## config.mk

```make
export PLATFORM = sky130hd
export DESIGN_NAME = strike_loader
export DESIGN_NICKNAME = d
export VERILOG_FILES = /design/src/rtl/strike_loader.sv
export SDC_FILE = /design/constraint.sdc
export NUM_CORES = 1
export LEC_CHECK = 0
export BUFFER_PORTS_ARGS = -buffer_cell sky130_fd_sc_hd__buf_2
export CORE_MARGIN = 5
export CORE_UTILIZATION = 40
export DETAILED_ROUTE_END_ITERATION = 12
export MAX_ROUTING_LAYER = met4
export PLACE_DENSITY = 0.57
export SLEW_MARGIN = 20
export SYNTH_ARGS = -nofsm -noshare
export SYNTH_HDL_FRONTEND = slang
export SYNTH_SLANG_ARGS = --single-unit
```

## constraint.sdc

```tcl
create_clock -name clock -period 4.05 [get_ports clock]
set_input_delay 0.6075 -clock clock [delete_from_list [all_inputs] [get_ports clock]]
set_output_delay 0.6075 -clock clock [all_outputs]
set_load 0.05 [all_outputs]
```

## src/rtl/strike_loader.sv

```systemverilog
// Program loader: receives a length-prefixed, checksummed byte stream into
// instruction memory and releases the CPU from reset once the checksum matches.
module strike_loader #(
  parameter int AW = 6,
  parameter int DW = 8
) (
  input  logic          clock,
  input  logic          reset_ini,
  input  logic [DW-1:0] in_data,
  input  logic          in_valid,
  output logic          in_ready,
  input  logic          reload,
  input  logic [AW-1:0] cpu_addr,
  output logic [DW-1:0] cpu_data,
  output logic          cpu_rstn,
  output logic          loaded,
  output logic          error
);

  typedef enum logic [2:0] {LEN, DATA, CHECK, RUN, FAIL} state_t;

  state_t        state, state_next;
  logic [AW:0]   count, length;
  logic [AW:0]   count_inc;
  logic [AW:0]   hdr_len;
  logic          hdr_bad;
  logic          take;
  logic [DW-1:0] sum;
  logic [DW-1:0] mem [2**AW];

  always_ff @(posedge clock or negedge reset_ini) begin
    if (!reset_ini) state <= LEN;
    else            state <= state_next;
  end

  always_comb begin
    state_next = state;
    in_ready   = 1'b0;
    hdr_bad    = |in_data[DW-1:AW];
    hdr_len    = {1'b0, in_data[AW-1:0]};
    // A zero length field encodes a full-memory load.
    if (in_data[AW-1:0] == '0) hdr_len = {1'b1, {AW{1'b0}}};
    count_inc  = count + (AW+1)'(1);
    case (state)
      LEN:   in_ready = 1'b1;
      DATA:  in_ready = 1'b1;
      CHECK: in_ready = 1'b1;
      default: in_ready = 1'b0;
    endcase
    take = in_valid && in_ready;
    case (state)
      LEN:   if (take) state_next = hdr_bad ? FAIL : DATA;
      DATA:  if (take && count_inc == length) state_next = CHECK;
      CHECK: if (take) state_next = (in_data == sum) ? RUN : FAIL;
      RUN:   if (reload) state_next = LEN;
      FAIL:  if (reload) state_next = LEN;
      default: state_next = LEN;
    endcase
  end

  always_ff @(posedge clock or negedge reset_ini) begin
    if (!reset_ini) begin
      count    <= '0;
      length   <= '0;
      sum      <= '0;
      cpu_rstn <= 1'b0;
      loaded   <= 1'b0;
      error    <= 1'b0;
    end else begin
      if (state == LEN && take) begin
        count  <= '0;
        sum    <= '0;
        length <= hdr_len;
      end else if (state == DATA && take) begin
        count <= count_inc;
        sum   <= sum + in_data;
      end
      // Flags track the state being entered so they change on the same edge.
      cpu_rstn <= (state_next == RUN);
      loaded   <= (state_next == RUN);
      error    <= (state_next == FAIL);
    end
  end

  always_ff @(posedge clock) begin
    if (state == DATA && take) mem[count[AW-1:0]] <= in_data;
  end

  always_ff @(posedge clock or negedge reset_ini) begin
    if (!reset_ini) cpu_data <= '0;
    else            cpu_data <= mem[cpu_addr];
  end

endmodule

```

==> impl_results.md, run 1 <==
* Leakage power at 7.98 nW
* Site row count at between 80 and 90
* Vias in the first global route at 11.3k
* Synthesized net count at 1,111
* Clock tree from TritonCTS: yes
* Clock transition time at the flip-flop clock pins of the worst setup and hold paths at 0.06 ns
* Post-synthesis cell count at 1,084
* Peak supply drop at 332 µV
* Critical path, cell by cell: or3b_1 -> nor3_2 -> nand2_1 -> nor2_1
* Rel. slew slack at 0.323
* FF+latch count, synth at 547
* Total length of routed wires at approximately 53 mm
* Startpoint kind of the worst setup timing path: register
* Count of nets after finishing at 1,204
* Final number of max-transition violations at 0
* Die area at 59,200 µm²
* Count of final hold-check violations at 0
* Share of the yosys chip area belonging to registers at 0.746
* Setup TNS Final at 0 ns
* Achievable clock frequency at 0.343 GHz
* Max-cap viol count at 0
* Count of flip-flops with a built-in enable after synthesis at 512
* Non-filler cells, final at 1,914
* Fraction of final layout cells with drive strength greater than 1 at 0.247
* ANT cells at 0
* Post-detailed-route via-to-cell ratio at 5.63
* Average wire length per cell after detail routing at about 28 µm
* Clock latency on the worst-skew pair at 0.61 ns
* Max stage delay cell, worst path: nor2_1
* Syn avg cell area at between 20 and 25 µm²
* H-tree depth at 2
* Detailed-route via count at approximately 11k
* Count of yosys warnings during synthesis at 0
* Post-detailed-route count of antenna-violating nets at 0
* Data required time of the worst path at 4.28 ns
* Final Setup Violations at 0
* TritonCTS buffer count at 55
* Portion of the clock cycle consumed by the worst path in the final layout at 0.720
* Overall die height at 243 µm
* Post-CTS setup buffer count at 0
* Synthesis-to-finish area growth at 13.4%
* Max FO, Critical Path at 9
* Final Skew at roughly 0.015 ns
* Unrepaired setup endpoints after global routing: false
* Worst hold path class: in -> async
* Initial standard-cell utilization of the core at 0.404
* Number of buffers and inverters on the critical path at 0
* Number of optimization iterations in the first detailed-route pass at 5
* Crit. End Element: register
* DRC violations left at 0
* Remaining global-route overflow at 0
* Port-buffer cells at 29
* Global-route usage over all layers at 0.185
* Crit Path Category: reg -> reg
* Die outline width at 243 µm
* Global-route wire length before repair at 78.5 mm
* Io pins at 30
* Iteration-0 DRC count of the detailed router at 1,020
* Maximum number of buffers from clock root to sink at 3
* Quantity of gates resized following cts at 0
* Worst slack on hold paths at 0.109 ns
* GP Congestion at ~0.8
* Area inside the core boundary at 53,900 µm²
* Placed instance count at 1,816
* Worst Tran Pin Value at 1.01 ns
* Top delay family on crit path: simple AND/OR/NAND/NOR gates
* Minimum period implied by the final worst setup slack at 2.92 ns
* Hold-fix buffers at CTS at 0
* Initial antenna violation count at 0
* Unique cell type count in the Yosys netlist at between 50 and 60
* Count of clock tree sinks at 547
* Clock root buffer master: clkbuf_16
* Status: completed
* Cell area after synthesis at 21,800 µm²
* Maximum single-stage delay on the critical path at 0.78 ns
* Share of flip-flops with an asynchronous set or reset at 0.0640
* Total power per unit cell area at between 500 and 600 nW/µm²
* Maximum number of pins on one net before global-route repair at 67
* Detailed-placement wirelength estimate at 33.2 mm
* Total of fill cells in the finished design at 4,496
* Ys flop type: edfxtp_1
* Arrival time worst endpoint at 3.14 ns
## cells in the final DEF, fill, tap and decap left out, drive strengths merged, types with 4 or more instances in the layout
cell	n
buf	88
clkbuf	71
a21oi	12
o221ai	5
nand3b	4
a31oi	5
mux2	8
dfrtp	35
a22oi	4
nor2	83
edfxtp	512
ha	8
nor3	13
xor2	5
mux2i	39
or3	5
nand3	14
mux4	130
nand2b	9
o22ai	19
a22o	4
o21ai	16
xnor2	11
nand2	36
clkinv	23
nor2b	11
bufinv	4
inv	7
## where the power goes
group	total [W]	leakage (nW)	internal (W)	switching [W]
Clock	0.00492	0.846	0.00284	0.00208
Combinational	0.00108	2.09	0.000405	0.000674
Sequential	0.00640	5.05	0.00630	0.000102
Total	0.0124	7.98	0.00954	0.00286
## cell families (layout without fill, tap and decap cells)
| logic type | Yosys count | after routing | share of synthesized area |
|---|---|---|---|
| and+or+nand+nor | 192 | 192 | 0.0421 |
| buffers and inverters | 60 | 194 | 0.0164 |
| DFF | 547 | 547 | 0.746 |
| muxes | 177 | 177 | 0.158 |
| xor gates and xnor gates | 16 | 16 | 0.00644 |
| AOI/OAI and AO/OA | 83 | 83 | 0.0252 |
| adders and majority gates | 9 | 9 | 0.00552 |
## cell usage after synthesis, types with 2 or more instances
master     instances  area (µm²)
edfxtp_1         512       15400
mux4_2           121        2730
nor2_1            82         308
mux2i_1           39         390
nand2_1           36         135
dfrtp_1           35         876
clkbuf_1          21        78.8
o22ai_1           19         119
o21ai_0           15        75.1
a21oi_1           12        60.1
nand3_1           12        60.1
nor2b_1           11        68.8
xnor2_1           11        96.3
nor3_1            10        50.1
buf_2              9        45.0
mux4_1             9         236
nand2b_1           9        56.3
buf_6              8        90.1
ha_1               8         100
mux2_2             8        90.1
buf_4              7        52.6
inv_1              7        26.3
a31oi_1            5        31.3
buf_1              5        18.8
o221ai_1           5        43.8
or3_1              5        31.3
xor2_1             5        43.8
a22o_1             4        35.0
a22oi_1            4        30.0
nand3b_1           4        30.0
nor3_2             3        30.0
nor4_1             3        18.8
o211ai_1           3        22.5
o41ai_1            3        26.3
a211oi_1           2        15.0
a21o_1             2        15.0
and2_1             2        12.5
and3_1             2        12.5
and4_1             2        17.5
buf_12             2        40.0
nand3_2            2        20.0
o2111ai_1          2        17.5
or2_2              2        12.5
or4_1              2        15.0
## metal layers
| layer | vias to the layer above | track usage | share of wire |
|---|---|---|---|
| met5 | - | - | 0 |
| met2 | 334 | 0.289 | 0.49 |
| li1 | 4639 | - | - |
| met4 | 0 | 0.0479 | 0.020 |
| met1 | 5728 | 0.255 | 0.43 |
| met3 | 71 | 0.0329 | 0.057 |
## flip-flops by register name, summed over array words and instances (netlist names)
register,flops
mem,512
state,3
loaded,1
length,7
error,1
cpu_data,8
sum,8
count,7
## metrics by stage
stage / worst slack (ns) / total power, W / util / instance area (µm²)
global placement: 0.867 / 0.00760 / 0.426 / 23000
floorplan: 1.56 / 0.00721 / - / 21800
CTS: 1.08 / 0.0125 / 0.458 / 24700
global route: 0.938 / 0.0128 / 0.458 / 24700
finish: 1.13 / 0.0124 / 0.458 / 24700
detailed placement: 0.818 / 0.00761 / 0.426 / 23000
## final cells by class
cell class	count	area [µm²]	area share
multi-input cells	477	5170	0.209
repair buffers	89	647	0.0262
clock inverters	28	226	0.00918
clock buffers	70	1500	0.0606
flip-flops and latches	547	16300	0.658
inverters	7	26.3	0.00106
well taps	696	871	0.0353
## path summary, 6_finish.rpt
path	from	end	slack, ns	cells after the start
max in group asynchronous	reset_ini	count[4]$_DFFE_PN0P_	3.51	2
min	reset_ini	cpu_data[7]$_DFF_PN0_	0.11	2
max	state[1]$_DFF_PN0_	mem[16][0]$_DFFE_PP_	1.13	4
min reg2reg	sum[0]$_DFFE_PN0P_	sum[0]$_DFFE_PN0P_	0.49	2
min in group clock	in_valid	state[2]$_DFF_PN0_	0.36	3
max reg2reg	state[1]$_DFF_PN0_	mem[16][0]$_DFFE_PP_	1.13	4
(Power assumes the default switching activity.)
==> run 2, diff against run 1 <==
ABC_AREA = 1   (was not set)
PLACE_DENSITY = 0.59   (was 0.57)
clock period = 2.57 ns   (was 4.05 ns; I/O delays follow)
==> run 2 against run 1 <==
Compared with the run above:
- clock power rose by 62%
- global-route usage rose by 0.85 points
- synthesized cell count rose by 87%
- critical endpoint is now mem[11][3]$_DFFE_PP_
- largest cell class unchanged
- largest power group unchanged
==> impl_results.md, run 2 <==
* Final Skew at 0.0206 ns
* Dominant combinational cell family by area after synthesis: simple AND/OR/NAND/NOR gates
* Total power draw at 0.0201 W
* Die outline width at 251 µm
* Total length of routed wires at around 60 mm
* Switching part of the total power at 0.250
* Post-synthesis cell count at roughly 2.0k
* Mux contribution to synthesized area at 0
* Final Setup Violations at 0
* Peak supply drop at 509 µV
* Post-detailed-route via-to-cell ratio at 5.28
* Io pins at 30
* Count of flip-flops with a built-in enable after synthesis at 512
* Max-cap viol count at 0
* GP Congestion at 0.837
* Final Worst Setup Slack at about 0.19 ns
* Share of the synthesized area in compound gates (AO/OA/AOI/OAI) at 0.00930
* Arrival time worst endpoint at 2.62 ns
* Count of clock tree sinks at roughly 550
* Count of final hold-check violations at 0
* Global-route usage over all layers at 0.193
* Gate power share at 0.100
* Post-detailed-route count of antenna-violating nets at 0
* Count of nets after finishing at 2,111
* Rel. slew slack at 0.351
* Commonest non-fill, non-tap cell in the layout: nand2_1
* Synthesized net count at 2,054
* Share of power burned in registers at 0.504
* Most repeated cell in the gate-level netlist after synthesis: nand2_1
* Area inside the core boundary at between 50,000 and 60,000 µm²
* Quantity of gates resized following cts at 0
* Most used cells in the layout excluding fill and tap cells: 709 x nand2_1, 512 x edfxtp_1, 456 x nand3_1
* Final number of max-transition violations at 0
* List of most frequent post-synthesis cells: 709 x nand2_1, 512 x edfxtp_1, 456 x nand3_1
* Yosys top cell area share at 0.664
* DRC violations left at 0
* Startpoint of the lowest-slack register-to-register path: state[0]$_DFF_PN0_
* Minimum setup slack after placement at 0.230 ns
* Worst-case reg-to-reg path depth at 6
* Port-buffer cells at 29
* Minimum period implied by the final worst setup slack at 2.38 ns
* Largest area contributor in the synthesized netlist: edfxtp_1
* Flop-to-flop setup slack at 0.19 ns
* Status: completed
* Detailed-placement wirelength estimate at ~34 mm
* FF+latch count, synth at 547
* Crit Path Category: reg -> reg
* Worst slack on hold paths at about 0.095 ns
* Share of flip-flops with an asynchronous set or reset at 0.0640
* Worst setup startpoint: state[0]$_DFF_PN0_
* Met1 wire length at 26.4 mm
* Worst min-delay path startpoint: reload
* Crit. End Element: register
* Share of the yosys chip area belonging to registers at 0.702
* Hold Path Depth at 4
* Met3 WL at approximately 4.4 mm
* Internal power at 0.0151 W
* Site row count at 88
* Total net switching power at about 0.005 W
* Global-route wire length before repair at 91.9 mm
* Portion of the clock cycle consumed by the worst path in the final layout at 0.927
* Clock latency on the worst-skew pair at 0.61 ns
* Initial standard-cell utilization of the core at 0.403
* Average wire length per cell after detail routing at 20.6 µm
* Terminating pin of the worst hold path: loaded$_DFF_PN0_
* Achievable clock frequency at 0.420 GHz
* Reg2Reg Capture Point: mem[11][3]$_DFFE_PP_
* Remaining global-route overflow at 0
* Clock root buffer master: clkbuf_16
* Iteration-0 DRC count of the detailed router at 1,493
* Number of optimization iterations in the first detailed-route pass at 5
* Uppermost layer routed: met4
* Synthesis-to-finish area growth at 12.6%
* Largest register FFs at about 500
* Fraction of power consumed by the clock network at 0.396
* Data required time of the worst path at 2.80 ns
* Total of fill cells in the finished design at 5,273
* Leading post-synthesis cells by cell area: edfxtp_1 66%, nand2_1 11%, nand3_1 9.9%
* Detailed-route via count at 15.3k
* Startpoint kind of the worst setup timing path: register
* Post-Synth Adder-Cell Area at 0.00519
* Total power per unit cell area at 771 nW/µm²
* TritonCTS buffer count at 57
* Clock transition time at the flip-flop clock pins of the worst setup and hold paths at 0.06 ns
* Area share of and/or/nand/nor cells after synthesis at 0.239
* Share of the core filled with cells in the final layout at 0.453
* Initial antenna violation count at 2
* Cell area after synthesis at 23,100 µm²
* Vias in the first global route at 15.0k
* Maximum number of pins on one net before global-route repair at 136
* Ys flop type: edfxtp_1
* Leakage power at ~9.7 nW
* Fraction of final layout cells with drive strength greater than 1 at 0.104
* Syn avg cell area at 11.4 µm²
* Unrepaired setup endpoints after global routing: false
* Max FO, Critical Path at 14
* Setup TNS Final at 0 ns
* Unique cell type count in the Yosys netlist at 44
* Worst hold path class: in -> reg
* Die area at around 63,000 µm²
* Clock tree from TritonCTS: yes
* Xor and xnor area share after synthesis at 0.00151
* Worst Tran Pin Value at ~1 ns
* Maximum number of buffers from clock root to sink at 3
* Overall die height at 251 µm
* Met2 routed wirelength at 27.5 mm
* Count of yosys warnings during synthesis at 0
* H-tree depth at 2
[run 2: changes by cell type in the layout (fill, tap and decap cells not counted), sizes merged, moves of 11 or more]
cell	previous run	this run
nand2	36	712
mux4	130	0
buf	88	114
o22ai	19	3
nand3	14	460
inv	7	38
mux2i	39	0
nor2b	11	0
[run 2: how the worst max path moves through the flow]
stage / end / slack [ns]
after floorplan: mem[16][0]$_DFFE_PP_ / 0.71
after global placement: mem[11][6]$_DFFE_PP_ / 0.27
after detailed placement: mem[11][3]$_DFFE_PP_ / 0.23
after CTS: mem[11][3]$_DFFE_PP_ / 0.19
after global routing: mem[8][4]$_DFFE_PP_ / 0.07
final: mem[11][3]$_DFFE_PP_ / 0.19
[run 2: cells by family after synthesis]
family	count (synthesis)
DFF	547
buffers and inverters	157
and+or+nand+nor	1272
adders and majority gates	9
AOI/OAI and AO/OA	38
xor gates and xnor gates	4
[run 2: repair_timing]
action / CTS / global route
setup buffers: 0 / 0
hold buffers: 1 / 0
endpoints found under the hold margin: 35 / 0
[run 2: critical path, stage by stage (launching register included)]
cell      delay, ns
dfrtp_1        0.44
inv_2          0.08
nor3_4         0.18
nand2_4        0.17
clkinv_8       0.14
nand4_4        0.30
nor2_1         0.68
[run 2: power by group through the flow]
stage	sequential [W]	clock (W)	combinational, W
after global routing	0.0101	0.00849	0.00225
after global placement	0.0103	0	0.00200
after detailed placement	0.0103	0	0.00201
final	0.0101	0.00795	0.00201
after CTS	0.0101	0.00810	0.00202
after floorplan	0.0103	0	0.00139
[run 2: final cells by class]
type,instances,area [µm²],share of cell area
Multi-Input combinational cell,1323,5890,0.226
Timing Repair Buffer,116,987,0.0379
Clock buffer,71,1570,0.0602
Inverter,39,166,0.00639
Clock inverter,32,228,0.00874
Sequential cell,547,16300,0.624
Antenna cell,1,2.50,0.0000960
Tap cell,765,957,0.0367
[run 2: routing by layer]
| layer | vias to the layer above | track usage |
|---|---|---|
| met5 | - | - |
| met4 | 0 | 0.0463 |
| met3 | 87 | 0.0363 |
| met2 | 510 | 0.293 |
| met1 | 7505 | 0.273 |
| li1 | 7177 | - |
[run 2: through the flow]
| step | cell area (µm²) | instances |
|---|---|---|
| 2_1_floorplan | 23100 | 2027 |
| 3_3_place_gp | 24200 | 2789 |
| 6_report | 26100 | 2894 |
| 4_1_cts | 26100 | 2893 |
| 3_5_place_dp | 24200 | 2789 |
| 5_1_grt | 26100 | 2894 |
